--- src/rtl/mips_lite_pkg.sv ---
`default_nettype none
// ============================================================================
//  Module      : mips_lite_pkg
//  Description : Shared encodings for the MIPS-lite control path: multicycle
//                state numbers, primary opcodes, ALUOp codes and the
//                datapath mux select encodings.
//  Revision    : 1.0  initial release
// ============================================================================
package mips_lite_pkg;

   // Multicycle controller state encoding (also exported on the debug port)
   localparam logic [3:0] S_FETCH  = 4'd0;
   localparam logic [3:0] S_DECODE = 4'd1;
   localparam logic [3:0] S_MEMADR = 4'd2;
   localparam logic [3:0] S_MEMRD  = 4'd3;
   localparam logic [3:0] S_MEMWB  = 4'd4;
   localparam logic [3:0] S_MEMWR  = 4'd5;
   localparam logic [3:0] S_EXEC   = 4'd6;
   localparam logic [3:0] S_RCOMP  = 4'd7;
   localparam logic [3:0] S_BRANCH = 4'd8;
   localparam logic [3:0] S_JUMP   = 4'd9;

   // Primary opcodes, IR[31:26]
   localparam logic [5:0] OP_RTYPE = 6'b000000;
   localparam logic [5:0] OP_LW    = 6'b100011;
   localparam logic [5:0] OP_SW    = 6'b101011;
   localparam logic [5:0] OP_BEQ   = 6'b000100;
   localparam logic [5:0] OP_J     = 6'b000010;

   // ALUOp codes understood by the ALU control decoder
   localparam logic [1:0] ALUOP_ADD   = 2'b00;
   localparam logic [1:0] ALUOP_SUB   = 2'b01;
   localparam logic [1:0] ALUOP_FUNCT = 2'b10;

   // ALU B-operand select
   localparam logic [1:0] ALUSRCB_B       = 2'b00;
   localparam logic [1:0] ALUSRCB_FOUR    = 2'b01;
   localparam logic [1:0] ALUSRCB_IMM     = 2'b10;
   localparam logic [1:0] ALUSRCB_IMM_SH2 = 2'b11;

   // PC source select
   localparam logic [1:0] PCSRC_ALU    = 2'b00;
   localparam logic [1:0] PCSRC_ALUOUT = 2'b01;
   localparam logic [1:0] PCSRC_JUMP   = 2'b10;

   // True for the opcodes this datapath implements
   function automatic logic op_is_legal(input logic [5:0] op);
      return (op == OP_RTYPE) || (op == OP_LW) || (op == OP_SW) ||
             (op == OP_BEQ)   || (op == OP_J);
   endfunction

endpackage
`default_nettype wire

--- src/rtl/mc_control.sv ---
`default_nettype none
// ============================================================================
//  Module      : mc_control
//  Description : Multicycle main control unit for the MIPS-lite datapath.
//                Moore FSM sequenced by the opcode, stalling on mem_ready in
//                the memory-access states, plus a retired-instruction counter.
//  Revision    : 1.0  initial release
//
//  Ports
//    clk          in   1   rising-edge clock
//    reset        in   1   asynchronous active-high; forces FETCH, clears count
//    opcode       in   6   IR[31:26]
//    mem_ready    in   1   memory completes current access this cycle
//    pcwrite .. alusrca  out 1 each  datapath enables / selects
//    alusrcb      out  2   ALU B select
//    pcsource     out  2   PC source select
//    aluop1/0     out  1   ALUOp to ALU control
//    illegal_op   out  1   pulse in DECODE on an unsupported opcode
//    instr_count  out  32  retired-instruction count (wraps)
//    state        out  4   current state (debug)
// ============================================================================
module mc_control
   import mips_lite_pkg::*;
(
   input  logic        clk,
   input  logic        reset,
   input  logic [5:0]  opcode,
   input  logic        mem_ready,
   output logic        pcwrite,
   output logic        pcwritecond,
   output logic        iord,
   output logic        memread,
   output logic        memwrite,
   output logic        memtoreg,
   output logic        irwrite,
   output logic        regwrite,
   output logic        regdst,
   output logic        alusrca,
   output logic [1:0]  alusrcb,
   output logic [1:0]  pcsource,
   output logic        aluop1,
   output logic        aluop0,
   output logic        illegal_op,
   output logic [31:0] instr_count,
   output logic [3:0]  state
);

   logic [3:0]  state_q;
   logic [3:0]  state_d;
   logic [31:0] count_q;
   logic [31:0] count_d;
   logic [1:0]  aluop_sel;
   logic        retire;

   // ------------------------------------------------------------------
   // State register
   // ------------------------------------------------------------------
   always_ff @(posedge clk or posedge reset) begin
      if (reset) begin
         state_q <= S_FETCH;
      end else begin
         state_q <= state_d;
      end
   end

   // ------------------------------------------------------------------
   // Next-state logic
   // ------------------------------------------------------------------
   always_comb begin
      state_d = state_q;
      case (state_q)
         S_FETCH: begin
            if (mem_ready) state_d = S_DECODE;
         end
         S_DECODE: begin
            case (opcode)
               OP_LW, OP_SW: state_d = S_MEMADR;
               OP_RTYPE:     state_d = S_EXEC;
               OP_BEQ:       state_d = S_BRANCH;
               OP_J:         state_d = S_JUMP;
               default:      state_d = S_FETCH;
            endcase
         end
         // Only LW or SW can reach MEMADR; the IR holds the opcode stable.
         S_MEMADR: state_d = (opcode == OP_SW) ? S_MEMWR : S_MEMRD;
         S_MEMRD: begin
            if (mem_ready) state_d = S_MEMWB;
         end
         S_MEMWR: begin
            if (mem_ready) state_d = S_FETCH;
         end
         S_EXEC:   state_d = S_RCOMP;
         S_MEMWB,
         S_RCOMP,
         S_BRANCH,
         S_JUMP:   state_d = S_FETCH;
         // Unused encodings recover to FETCH
         default:  state_d = S_FETCH;
      endcase
   end

   // ------------------------------------------------------------------
   // Output decode. Everything is Moore except the FETCH irwrite/pcwrite
   // terms, which must follow mem_ready in the same cycle so the IR and PC
   // capture on the edge that completes the instruction fetch.
   // ------------------------------------------------------------------
   always_comb begin
      pcwrite     = 1'b0;
      pcwritecond = 1'b0;
      iord        = 1'b0;
      memread     = 1'b0;
      memwrite    = 1'b0;
      memtoreg    = 1'b0;
      irwrite     = 1'b0;
      regwrite    = 1'b0;
      regdst      = 1'b0;
      alusrca     = 1'b0;
      alusrcb     = ALUSRCB_B;
      pcsource    = PCSRC_ALU;
      aluop_sel   = ALUOP_ADD;
      illegal_op  = 1'b0;
      case (state_q)
         S_FETCH: begin
            memread  = 1'b1;
            alusrcb  = ALUSRCB_FOUR;
            pcsource = PCSRC_ALU;
            irwrite  = mem_ready;
            pcwrite  = mem_ready;
         end
         S_DECODE: begin
            alusrcb    = ALUSRCB_IMM_SH2;
            aluop_sel  = ALUOP_ADD;
            illegal_op = ~op_is_legal(opcode);
         end
         S_MEMADR: begin
            alusrca   = 1'b1;
            alusrcb   = ALUSRCB_IMM;
            aluop_sel = ALUOP_ADD;
         end
         S_MEMRD: begin
            memread = 1'b1;
            iord    = 1'b1;
         end
         S_MEMWB: begin
            regwrite = 1'b1;
            memtoreg = 1'b1;
         end
         S_MEMWR: begin
            memwrite = 1'b1;
            iord     = 1'b1;
         end
         S_EXEC: begin
            alusrca   = 1'b1;
            alusrcb   = ALUSRCB_B;
            aluop_sel = ALUOP_FUNCT;
         end
         S_RCOMP: begin
            regwrite = 1'b1;
            regdst   = 1'b1;
         end
         S_BRANCH: begin
            alusrca     = 1'b1;
            aluop_sel   = ALUOP_SUB;
            pcwritecond = 1'b1;
            pcsource    = PCSRC_ALUOUT;
         end
         S_JUMP: begin
            pcwrite  = 1'b1;
            pcsource = PCSRC_JUMP;
         end
         default: begin
            // unreachable encodings: all outputs stay 0
         end
      endcase
   end

   assign aluop1 = aluop_sel[1];
   assign aluop0 = aluop_sel[0];

   // ------------------------------------------------------------------
   // Retired-instruction counter: an instruction retires on the edge that
   // leaves its final state. Illegal opcodes never reach one of these.
   // ------------------------------------------------------------------
   assign retire = (state_q == S_MEMWB)  || (state_q == S_RCOMP) ||
                   (state_q == S_BRANCH) || (state_q == S_JUMP)  ||
                   ((state_q == S_MEMWR) && mem_ready);

   assign count_d = retire ? (count_q + 32'd1) : count_q;

   always_ff @(posedge clk or posedge reset) begin
      if (reset) begin
         count_q <= 32'd0;
      end else begin
         count_q <= count_d;
      end
   end

   assign instr_count = count_q;
   assign state       = state_q;

endmodule
`default_nettype wire

--- config.mk ---
export PLATFORM = sky130hd
export DESIGN_NAME = mc_control
export DESIGN_NICKNAME = d
export VERILOG_FILES = /design/src/rtl/mips_lite_pkg.sv /design/src/rtl/mc_control.sv
export SDC_FILE = /design/constraint.sdc
export NUM_CORES = 1
export LEC_CHECK = 0
export ABC_AREA = 1
export BUFFER_PORTS_ARGS = -buffer_cell sky130_fd_sc_hd__buf_2
export CORE_MARGIN = 2
export CORE_UTILIZATION = 42
export DETAILED_ROUTE_END_ITERATION = 10
export PLACE_DENSITY_LB_ADDON = 0.12
export SYNTH_ARGS = -nofsm -noshare
export SYNTH_HDL_FRONTEND = slang
export SYNTH_SLANG_ARGS = --single-unit
--- constraint.sdc ---
create_clock -name clk -period 1.6 [get_ports clk]
set_clock_uncertainty 0.2 [all_clocks]
set_input_delay 0.08 -clock clk [delete_from_list [all_inputs] [get_ports clk]]
set_output_delay 0.08 -clock clk [all_outputs]
set_load 0.01 [all_outputs]
# Word-level counts from Yosys, hierarchy flattened

Cells that the tools add are included.

Register bits: 36
Latch bits: 0
Bits in writable memories: 0
Bits in read-only memories: 0
Input port bits: 9
Output and inout bits: 53
Memories: 0

Add/sub/neg operators: 1
Multiply operators: 0
Div/mod/pow operators: 0
Order comparisons: 0
Equality and inequality tests: 16
Shift-type cells: 0
Muxes and demuxes: 20
Bitwise operators: 1
Reduce and logical (&&, ||, !) cells: 17

Operator list:

| cell                                                             | count |
|---|---|
| 32-bit by 1-bit adder with 32-bit output (second input constant) | 1 |
| 4-bit one-hot mux with 6 select lines                            | 1 |
| 4-bit by 3-bit == test with 1-bit output (second input constant) | 4 |
| 4-bit one-hot mux with 4 select lines                            | 1 |
| 6-bit == test (second input constant)                            | 2 |
| 4-bit 2-to-1 mux                                                 | 3 |
| 1-bit 2-to-1 mux                                                 | 10 |
| 4-bit by 2-bit == test with 1-bit output (second input constant) | 2 |
| 4-bit == test (second input constant)                            | 2 |
| 1-bit logical OR                                                 | 8 |
| 2-bit one-hot mux with 2 select lines                            | 2 |
| 2-bit OR reduction                                               | 4 |
| 6-bit by 2-bit == test with 1-bit output (second input constant) | 1 |
| 6-bit by 3-bit == test with 1-bit output (second input constant) | 1 |
| 6-bit zero test                                                  | 1 |
| 2-bit inequality test (second input constant)                    | 3 |
| 2-bit one-hot mux with 3 select lines                            | 1 |
| 4-bit by 1-bit == test with 1-bit output (second input constant) | 1 |
| 4-bit zero test                                                  | 1 |
| 3-bit 2-to-1 mux                                                 | 1 |
| 3-bit AND reduction                                              | 1 |
| 3-bit OR reduction                                               | 1 |
| 1-bit one-hot mux with 2 select lines                            | 1 |
| 1-bit logical AND                                                | 1 |
| 1-bit NOT                                                        | 1 |

# Longest topological paths before layout

Gate-level depths: netlist of run 1.

Word-level depth: 7
Mapped depth: 11

# Worst setup path after synthesis of run 1

Ideal clock, no wire load.

Kind: reg2reg
From: register count_q[0] (netlist: instr_count[0])
To: register count_q[22] (netlist: instr_count[22])
Data arrival time: 1.378 ns
Data required time: 1.283 ns
Path slack: -0.094 ns
Stages on the path, launching flop included: 12
Buffers on the path: 1
Clock period less this slack: 1.694 ns
Path through: dfrtp_1 ha_1 nand2_1 nor2_2 nand2_1 nor2_2 buf_4 nand2_1 nand2_1 nand2_1 nand2_1 nand2_1

Word-level cells in the longest chain between the ends: 1

RTL lines:

| what                                     | line              | source |
|---|---|---|
| from (decl)                              | mc_control.sv:50  | `logic [31:0] count_q;` |
| from (signal assigned)                   | mc_control.sv:194 | `count_q <= count_d;` |
| 32-bit by 1-bit adder with 32-bit output | mc_control.sv:188 | `assign count_d = retire ? (count_q + 32'd1) : count_q;` |

No other way between the ends.
A chain may end at the register's enable or synchronous reset.

# Worst setup path after layout of run 1

From: register state_q[2] (netlist: state[2])
To: register count_q[10] (netlist: instr_count[10])

Word-level cells in the longest chain between the ends: 5
Elaborated cells between the ends (all ways): 10
Those cells by class: eq/ne (5); reduce/logical (5)

RTL lines:

| what                                     | line              | source |
|---|---|---|
| from (decl)                              | mc_control.sv:48  | `logic [3:0] state_q;` |
| from (signal assigned)                   | mc_control.sv:62  | `state_q <= state_d;` |
| 4-bit by 3-bit == test with 1-bit output | mc_control.sv:184 | `assign retire = (state_q == S_MEMWB) \|\| (state_q == S_RCOMP) \|\|` |
| 1-bit logical OR (2 in series)           | mc_control.sv:184 |  |
| 1-bit logical OR                         | mc_control.sv:185 | `(state_q == S_BRANCH) \|\| (state_q == S_JUMP) \|\|` |
| 1-bit logical OR (*)                     | mc_control.sv:185 |  |

Mark *: on every way between the ends. The rest lies on a longest branch, timed or not.

==> impl_metrics.csv, run 1 <==
group,metric,value,unit
outcome,outcome,"finished, violations left",
outcome,violations,"hold timing, setup timing",
synth,ys.warnings.count,0,
placement,dp_cells,543,
power_and_ir_drop,seqPwrFrac,28.4,%
synth,ys.flop_type,"dfrtp_1",
floorplan,die_area,0.00642,mm²
synth,synth_area_per_cell,6.42,µm²
cts,insertion_delay,0.29,ns
worst_setup_path,critPathRequiredTime,1.58,ns
worst_setup_path,end_kind,"register",
finish,post-route-util,69.9,%
worst_setup_path,cp_cell_sequence,"inv_2 > buf_6 > nor2_4 > nand3_2 > nand3_4 > bufbuf_16 > nand2_1 > xnor2_1",
synth,synth.most_common_cell,"nand2_1",
power_and_ir_drop,p_sw_share,37.6,%
finish,finish.net_count,513,
flow_run,maxCapViolations,0,
finish,final_cells,576,
global_route,grt-ovfl-total,0,
sta,period_minus_slack,1.76,ns
drt,via_per_inst,4.91,
hold_path,min_path_type,"input pin to register",
cts,ctsHtreeMaxLevel,2,
global_route,grt_max_degree,37,
worst_setup_path,criticalPathCategory,"register to register",
synth,synth.top_cell.area_share,37.0,%
power_and_ir_drop,leakage,1.99,nW
cts,cts.hold.buffers_added,6,
global_route,grt_use_total,23.6,%
cts,cts_buffers,5,
power_and_ir_drop,p_per_area,1040,mW/mm²
worst_setup_path,reg2reg_slack,-0.16,ns
cts,cts_sinks,36,
synth,ys_seq_area_share,37.0,%
sta,finalHoldViolations,2,
floorplan,start_util,43.9,%
floorplan,die_h,80.1,µm
drt,wl,7920,µm
worst_setup_path,slowest_delay,0.42,ns
power_and_ir_drop,clkPwrFrac,19.9,%
floorplan,core,0.00554,mm²
placement,place_hpwl,4860,µm
global_route,grt_pass1_vias,2654,
sta,finalWorstSetupSlack,-0.155,ns
worst_setup_path,crit_fanout,5,
drt,drt_iter0_drc,100,
finish,num_antenna_cells,0,
drt,wl_per_cell,13.7,µm
synth,synth_cell_types,24,
sta,timing.slew.headroom,67.4,%
sta,setup-tns-final,-4.64,ns
cts,cts_tree,"yes",
worst_setup_path,slowest_stage,"dfrtp_2",
synth,syn-num-nets,389,
drt,first_pass_iters,4,
placement,gp_congestion,0.863,
floorplan,row_count,27,
sta,max_freq,570,MHz
synth,yosys.area.top_type,"dfrtp_1",
sta,rsz0062_at_grt,"true",
sta,setup-violations-final,46,
synth,ys_top_cells_by_count,"154 x nand2_1, 59 x nor2_1, 47 x inv_1",
sta,maxSlewViolCount,0,
cts,cts-root-buf,"clkbuf_8",
synth,netlist_instances,379,
power_and_ir_drop,comb_power_share,51.7,%
finish,area_growth,59.1,%
floorplan,die_w,80.1,µm
synth,syn_area,0.00243,mm²
synth,netlist_top_cells_area,"dfrtp_1 37%, nand2_1 24%, nor2_1 9.1%",
floorplan,pin_count,62,
synth,ys_seq_elements,36,
worst_setup_path,cp-start-kind,"register",
synth,async_reset_ff_share,100,%
synth,synth-edff-count,0,
sta,hold_ws,-0.0490,ns
drt,vias,2831,
cts,cts.path.max_buffers,2,
cts,path_clk_slew,0.08,ns
power_and_ir_drop,p_sw,1.52,mW
worst_setup_path,crit_arrival,1.73,ns
sta,worst_pin_slew,0.489,ns
sta,min_period_over_period,110,%
power_and_ir_drop,power.internal,2.52,mW
global_route,antenna_found_initial,0,
placement,pre_cts_ws,-0.0984,ns
power_and_ir_drop,total_power,4.04,mW
placement,port_buffers,61,
global_route,grt_pass1_wl,11900,µm
finish,layout-drive-gt1-share,39.9,%
power_and_ir_drop,irDropWorstVdd,0.780,mV
drt,drc,0,
drt,drtAntennaViolNets,0,
## layout make-up
| class | count | area (µm²) |
|---|---|---|
| inverter | 49 | 194 |
| timing repair buffer | 125 | 1010 |
| clock inverter | 2 | 35.0 |
| sequential | 36 | 907 |
| clock buffer | 6 | 72.6 |
| timing repair inverter | 1 | 11.3 |
| tap | 72 | 90.1 |
| multi-input combinational | 285 | 1560 |
| fill | 442 | 1670 |
## metrics by stage
stage / area [µm²] / hold slack (ns)
4_1_cts: 3680 / -0.0568
5_1_grt: 3870 / -0.0247
2_1_floorplan: 2440 / 0.0469
3_5_place_dp: 3090 / 0.0356
3_3_place_gp: 3090 / 0.0207
6_report: 3870 / -0.0490
## power by group through the flow
stage                     logic (mW)  clock network [mW]  registers [mW]
after floorplan                0.609                   0            1.17
after detailed placement        1.23                   0            1.12
final                           2.09               0.804            1.15
after CTS                       1.83               0.817            1.14
after global routing            2.22               0.858            1.17
after global placement          1.23                   0            1.12
## layer usage
| layer | routed length, µm | share of wire [%] | global-route usage [%] |
|---|---|---|---|
| met1 | 3440 | 44 | 30.5 |
| met2 | 4010 | 51 | 41.0 |
| met3 | 359 | 4.5 | 3.48 |
| met4 | 108 | 1.4 | 6.44 |
| met5 | 0 | 0 | 0 |
## sequential cells by signal, summed over array words and instances, names as in the netlist
name	flops
instr_count	32
state	4
## cells by family after synthesis
kind of cell | after synthesis | synth area share, %
and+or+nand+nor | 264 | 45.4
buffers and inverters | 58 | 10.4
DFF | 36 | 37.0
xor gates and xnor gates | 13 | 4.68
AOI/OAI and AO/OA | 7 | 2.00
adders and majority gates | 1 | 0.514
## path summary, 6_finish.rpt
path	start	endpoint	cells after the start
max in group asynchronous	reset	state[2]$_DFFE_PP0P_	4
worst min-delay path	opcode[4]	state[3]$_DFFE_PP0P_	4
worst min register to register	instr_count[31]$_DFFE_PP0P_	instr_count[31]$_DFFE_PP0P_	2
worst max register to register	state[2]$_DFFE_PP0P_	instr_count[10]$_DFFE_PP0P_	8
worst max-delay path	state[2]$_DFFE_PP0P_	instr_count[10]$_DFFE_PP0P_	8
min in group asynchronous	reset	instr_count[3]$_DFFE_PP0P_	4
## what timing repair did
item                                   4_1_cts  5_1_grt
gates resized for setup                     73       41
gates cloned                                 4        3
pin swaps                                   18       12
endpoints found under the hold margin       40        1
buffers inserted                            13        2
setup endpoints to repair                   45       51
## cell usage in the layout, fill, tap and decap left out, types with 2 or more instances in the layout
cell type,n
buf_4,37
nand3_1,15
nor2_2,4
inv_1,40
nand4_1,12
nand2_2,16
nand3_2,10
inv_2,7
inv_8,2
buf_12,2
buf_6,22
dfrtp_1,31
nand3b_1,2
clkbuf_16,2
xnor2_1,8
nor2_1,50
clkbuf_8,5
nand3_4,2
dlygate4sd3_1,4
xor2_1,4
buf_2,55
nand2_1,131
nand2_4,6
dfrtp_2,5
nor2_4,11
## critical path: cells and delay by family (launching register included)
family | cells | cell delay (ns)
buffers and inverters | 3 | 0.46
and+or+nand+nor | 4 | 0.46
DFF | 1 | 0.42
xor gates and xnor gates | 1 | 0.12
Power figures use the tool's default switching activity.
==> run 2, diff against run 1 <==
Settings changed: GPL_ROUTABILITY_DRIVEN set to 0, SKIP_CTS_REPAIR_TIMING set to 1, SKIP_LAST_GASP set to 1.
==> impl_metrics.csv, run 2 (same netlist as run 1, synthesis figures left out) <==
group,metric,value,unit
floorplan,start_util,43.9,%
hold_path,hold-path-endpoint,"state[1]$_DFFE_PP0P_",
global_route,met1_usage,27.6,%
floorplan,die_h,80.1,µm
sta,maxSlewViolCount,0,
power_and_ir_drop,leakage,1.90,nW
drt,drt_iter0_drc,123,
outcome,outcome,"finished, violations left",
global_route,antenna_found_initial,0,
global_route,grt.met2_usage,32.8,%
placement,port_buffers,61,
worst_setup_path,cp_cell_sequence,"nand2_2 > inv_2 > o21ai_4 > nand3_4 > clkbuf_16 > a21oi_1 > nor2_1",
cts,cts.path.max_buffers,2,
worst_setup_path,slowest_delay,0.47,ns
finish,layout-drive-gt1-share,35.3,%
sta,setup-violations-final,40,
global_route,grt_pass1_vias,2366,
global_route,grt_max_degree,37,
global_route,grt_pass1_wl,10300,µm
global_route,top_usage_layer,"met2",
cts,insertion_delay,0.30,ns
worst_setup_path,ff2ff_path_depth,7,
placement,place_hpwl,4860,µm
finish,num_antenna_cells,0,
sta,worst_pin_slew,0.487,ns
outcome,violations,"setup timing",
cts,path_clk_slew,0.08,ns
finish,final_cell_mix,"143 x nand2_1, 55 x buf_2, 47 x nor2_1, 42 x buf_4, 41 x inv_1",
worst_setup_path,slowest_stage,"dfrtp_2",
finish,design_area,0.00365,mm²
sta,finalHoldViolations,0,
cts,cts_sinks,36,
sta,rsz0062_at_grt,"true",
drt,via_per_inst,4.78,
sta,max_freq,586,MHz
worst_setup_path,criticalPathCategory,"register to register",
worst_setup_path,critPathRequiredTime,1.59,ns
cts,cts_buffers,5,
worst_setup_path,path_delay_family,"flip-flops",
floorplan,row_count,27,
floorplan,pin_count,62,
worst_setup_path,crit_fanout,6,
cts,ctsHtreeMaxLevel,2,
global_route,grt.met3_usage,3.48,%
worst_setup_path,reg2reg_slack,-0.11,ns
drt,wl_per_cell,12.2,µm
sta,finalWorstSetupSlack,-0.107,ns
worst_setup_path,regToRegStartpoint,"state[1]$_DFFE_PP0P_",
flow_run,maxCapViolations,0,
sta,timing.slew.headroom,67.5,%
placement,pre_cts_ws,-0.0984,ns
global_route,grt-ovfl-total,0,
finish,largest_register_ffs,32,
worst_setup_path,crit_arrival,1.70,ns
cts,cts-root-buf,"clkbuf_8",
worst_setup_path,end_kind,"register",
finish,final_common_cell,"nand2_1",
worst_setup_path,cp_num_buf_inv,2,
worst_setup_path,cp-start-kind,"register",
worst_setup_path,worstReg2RegEnd,"instr_count[2]$_DFFE_PP0P_",
finish,area_growth,50.1,%
floorplan,die_area,0.00642,mm²
sta,period_minus_slack,1.71,ns
drt,drtAntennaViolNets,0,
drt,drc,0,
sta,min_period_over_period,107,%
floorplan,die_w,80.1,µm
floorplan,core,0.00554,mm²
global_route,grt_use_total,20.1,%
power_and_ir_drop,p_per_area,1000,mW/mm²
finish,finish.net_count,508,
placement,dpl_cell_area,0.00309,mm²
drt,vias,2727,
drt,wl,6980,µm
power_and_ir_drop,irDropWorstVdd,0.885,mV
hold_path,min-delay-start,"opcode[3]",
cts,cts_tree,"yes",
drt,first_pass_iters,4,
hold_path,hold_depth,6,
hold_path,min_path_type,"input pin to register",
## run 2: cell count changes in the layout (fill, tap and decap cells not counted), moves of 4 or more
cell,before,now
buf_4,37,42
buf_6,22,14
nand2_1,131,143
nand2_2,16,6
nand3_1,15,21
nand3_2,10,5
nor2_2,4,8
## run 2: where the power goes
group / switching [mW] / internal (mW)
Clock: 0.342 / 0.463
Sequential: 0.138 / 1.01
Combinational: 0.888 / 0.819
Total: 1.37 / 2.29
## run 2: tightest hold or removal path, stage by stage
cell     delay [ns]
buf_2          0.10
inv_1          0.06
nor2_1         0.06
nand2_1        0.05
nand2_1        0.04
nand3_1        0.06
## run 2: layout make-up
| type | instances | area [µm²] |
|---|---|---|
| Fill cell | 498 | 1890 |
| Sequential cell | 36 | 907 |
| Tap cell | 72 | 90.1 |
| Multi-Input combinational cell | 286 | 1470 |
| Clock buffer | 6 | 72.6 |
| Inverter | 49 | 189 |
| Timing Repair Buffer | 120 | 888 |
| Clock inverter | 2 | 35.0 |
## run 2: worst max-delay path by stage
stage	cells past startpoint	start	endpoint	slack [ns]
final	7	state[1]$_DFFE_PP0P_	instr_count[2]$_DFFE_PP0P_	-0.11
after global routing	8	state[1]$_DFFE_PP0P_	instr_count[27]$_DFFE_PP0P_	-0.19
after CTS	6	state[3]$_DFFE_PP0P_	illegal_op	-0.27
after detailed placement	11	instr_count[0]$_DFFE_PP0P_	instr_count[22]$_DFFE_PP0P_	-0.1
after global placement	11	instr_count[0]$_DFFE_PP0P_	instr_count[28]$_DFFE_PP0P_	-0.06
after floorplan	11	instr_count[1]$_DFFE_PP0P_	instr_count[22]$_DFFE_PP0P_	-0.08
## run 2: through the flow
step                utilization (%)  total power, mW  setup TNS [ns]  hold WS [ns]  std cells
finish                         65.9             3.66           -2.66       0.00245        571
global route                   65.9             3.87           -6.34        0.0457        571
CTS                            57.7             3.16           -2.32        -0.280        551
detailed placement             55.7             2.35          -0.684        0.0356        543
global placement               55.7             2.34          -0.336        0.0207        543
floorplan                         -             1.78          -0.185        0.0469        379
## run 2: layer usage
| metal | share of wire [%] | wire length, µm | up-vias |
|---|---|---|---|
| met1 | 45 | 3130 | 1255 |
| met4 | 1.1 | 74 | 0 |
| met5 | 0 | 0 | - |
| li1 | - | - | 1405 |
| met2 | 50 | 3460 | 58 |
| met3 | 4.5 | 314 | 9 |
==> run 3, diff against run 2 <==
Settings changed: GPL_TIMING_DRIVEN set to 0.
Clock period 1.6 ns to 1.7 ns, I/O delays scaled along.
==> impl_metrics.csv, run 3 (same netlist as run 1, synthesis figures left out) <==
group,metric,value,unit
outcome,outcome,"finished, violations left",
outcome,violations,"setup timing",
sta,rsz0062_at_grt,"true",
finish,area_growth,49.3,%
floorplan,row_count,27,
finish,design_area,0.00363,mm²
drt,via_per_inst,4.99,
placement,place_hpwl,4690,µm
finish,final_cell_mix,"128 x nand2_1, 57 x buf_2, 47 x nor2_1, 42 x inv_1, 32 x dfrtp_1",
drt,wl,7520,µm
sta,max_freq,538,MHz
drt,drt_iter0_drc,120,
sta,worst_pin_slew,0.768,ns
global_route,grt_use_total,20.3,%
cts,insertion_delay,0.29,ns
cts,cts-root-buf,"clkbuf_8",
power_and_ir_drop,total_power,3.34,mW
finish,largest_register_ffs,32,
finish,nFillCells,507,
power_and_ir_drop,p_per_area,918,mW/mm²
worst_setup_path,criticalPathCategory,"register to register",
power_and_ir_drop,leakage,1.87,nW
global_route,grt-ovfl-total,0,
finish,layout-drive-gt1-share,36.8,%
finish,final_common_cell,"nand2_1",
floorplan,core,0.00554,mm²
worst_setup_path,crit_arrival,1.83,ns
global_route,grt_max_degree,37,
sta,finalWorstSetupSlack,-0.157,ns
finish,num_antenna_cells,0,
drt,drtAntennaViolNets,0,
hold_path,min_path_type,"input pin to register",
cts,path_clk_slew,0.08,ns
floorplan,pin_count,62,
floorplan,start_util,43.9,%
flow_run,maxCapViolations,0,
cts,cts.path.max_buffers,2,
power_and_ir_drop,irDropWorstVdd,0.693,mV
sta,hold_ws,0.000917,ns
drt,drc,0,
placement,dpl_cell_area,0.00283,mm²
worst_setup_path,ff2ff_path_depth,9,
worst_setup_path,end_kind,"register",
drt,wl_per_cell,13.6,µm
worst_setup_path,reg2reg_slack,-0.16,ns
cts,ctsHtreeMaxLevel,2,
finish,multi_input_area,0.00156,mm²
sta,period_minus_slack,1.86,ns
worst_setup_path,slowest_delay,0.43,ns
sta,timing.slew.headroom,48.7,%
global_route,grt_pass1_wl,10200,µm
finish,seq_area,906,µm²
worst_setup_path,cp_cell_sequence,"ha_2 > nand2_2 > nor2_4 > nand2_4 > nor2_4 > buf_6 > buf_6 > nand2_4 > xnor2_2",
cts,cts_sinks,36,
drt,vias,2760,
floorplan,die_w,80.1,µm
hold_path,hold_depth,6,
sta,setup-violations-final,32,
cts,cts_buffers,5,
worst_setup_path,crit_fanout,5,
worst_setup_path,critPathRequiredTime,1.68,ns
worst_setup_path,slowest_stage,"dfrtp_1",
cts,cts_tree,"yes",
sta,finalHoldViolations,0,
global_route,antenna_found_initial,0,
floorplan,die_h,80.1,µm
sta,maxSlewViolCount,0,
placement,port_buffers,61,
global_route,grt_pass1_vias,2214,
finish,finish.net_count,491,
floorplan,die_area,0.00642,mm²
sta,min_period_over_period,109,%
drt,first_pass_iters,4,
worst_setup_path,cp-start-kind,"register",
==> run 3: final cells by class <==
type | instances | share of cell area (%)
inverter | 49 | 5.47
timing repair inverter | 1 | 0.310
sequential | 36 | 24.9
buffer | 8 | 2.58
clock buffer | 7 | 2.65
multi-input combinational | 286 | 42.8
tap | 72 | 2.48
timing repair buffer | 94 | 18.8
==> run 3: worst paths after layout <==
kind | startpoint | to
worst max-delay path | instr_count[1]$_DFFE_PP0P_ | instr_count[12]$_DFFE_PP0P_
worst max register to register | instr_count[1]$_DFFE_PP0P_ | instr_count[12]$_DFFE_PP0P_
max in group asynchronous | reset | state[0]$_DFFE_PP0P_
worst min-delay path | opcode[3] | state[1]$_DFFE_PP0P_
worst min register to register | instr_count[31]$_DFFE_PP0P_ | instr_count[31]$_DFFE_PP0P_
min in group asynchronous | reset | instr_count[9]$_DFFE_PP0P_
==> run 3: worst max-delay path, delay by kind of cell (launching register included) <==
family	cells	cell delay (ns)
flip-flops	1	0.43
buffers and inverters	2	0.25
AND/OR/NAND/NOR	5	0.51
adder cells (fa/ha/maj)	1	0.23
XOR/XNOR	1	0.11
==> run 3: power breakdown <==
group | switching [mW] | internal (mW) | total (mW)
logic | 0.860 | 0.732 | 1.59
clock network | 0.309 | 0.361 | 0.670
registers | 0.126 | 0.949 | 1.07
==> run 3: layer usage <==
layer | up-vias | share of wire (%) | global-route usage (%)
li1 | 1365 | - | -
met1 | 1294 | 44 | 28.0
met2 | 82 | 47 | 32.4
met3 | 19 | 5.5 | 3.71
met4 | 0 | 2.9 | 6.10
met5 | - | 0 | 0
==> run 3: stage by stage <==
step | setup TNS (ns) | instances | setup WS, ns | utilization, %
detailed placement | -0.752 | 512 | -0.145 | 51.1
global route | -5.16 | 553 | -0.257 | 65.6
finish | -2.02 | 553 | -0.157 | 65.6
CTS | -1.54 | 519 | -0.238 | 52.8
floorplan | 0 | 379 | 0.00566 | -
global placement | -0.793 | 512 | -0.165 | 51.1
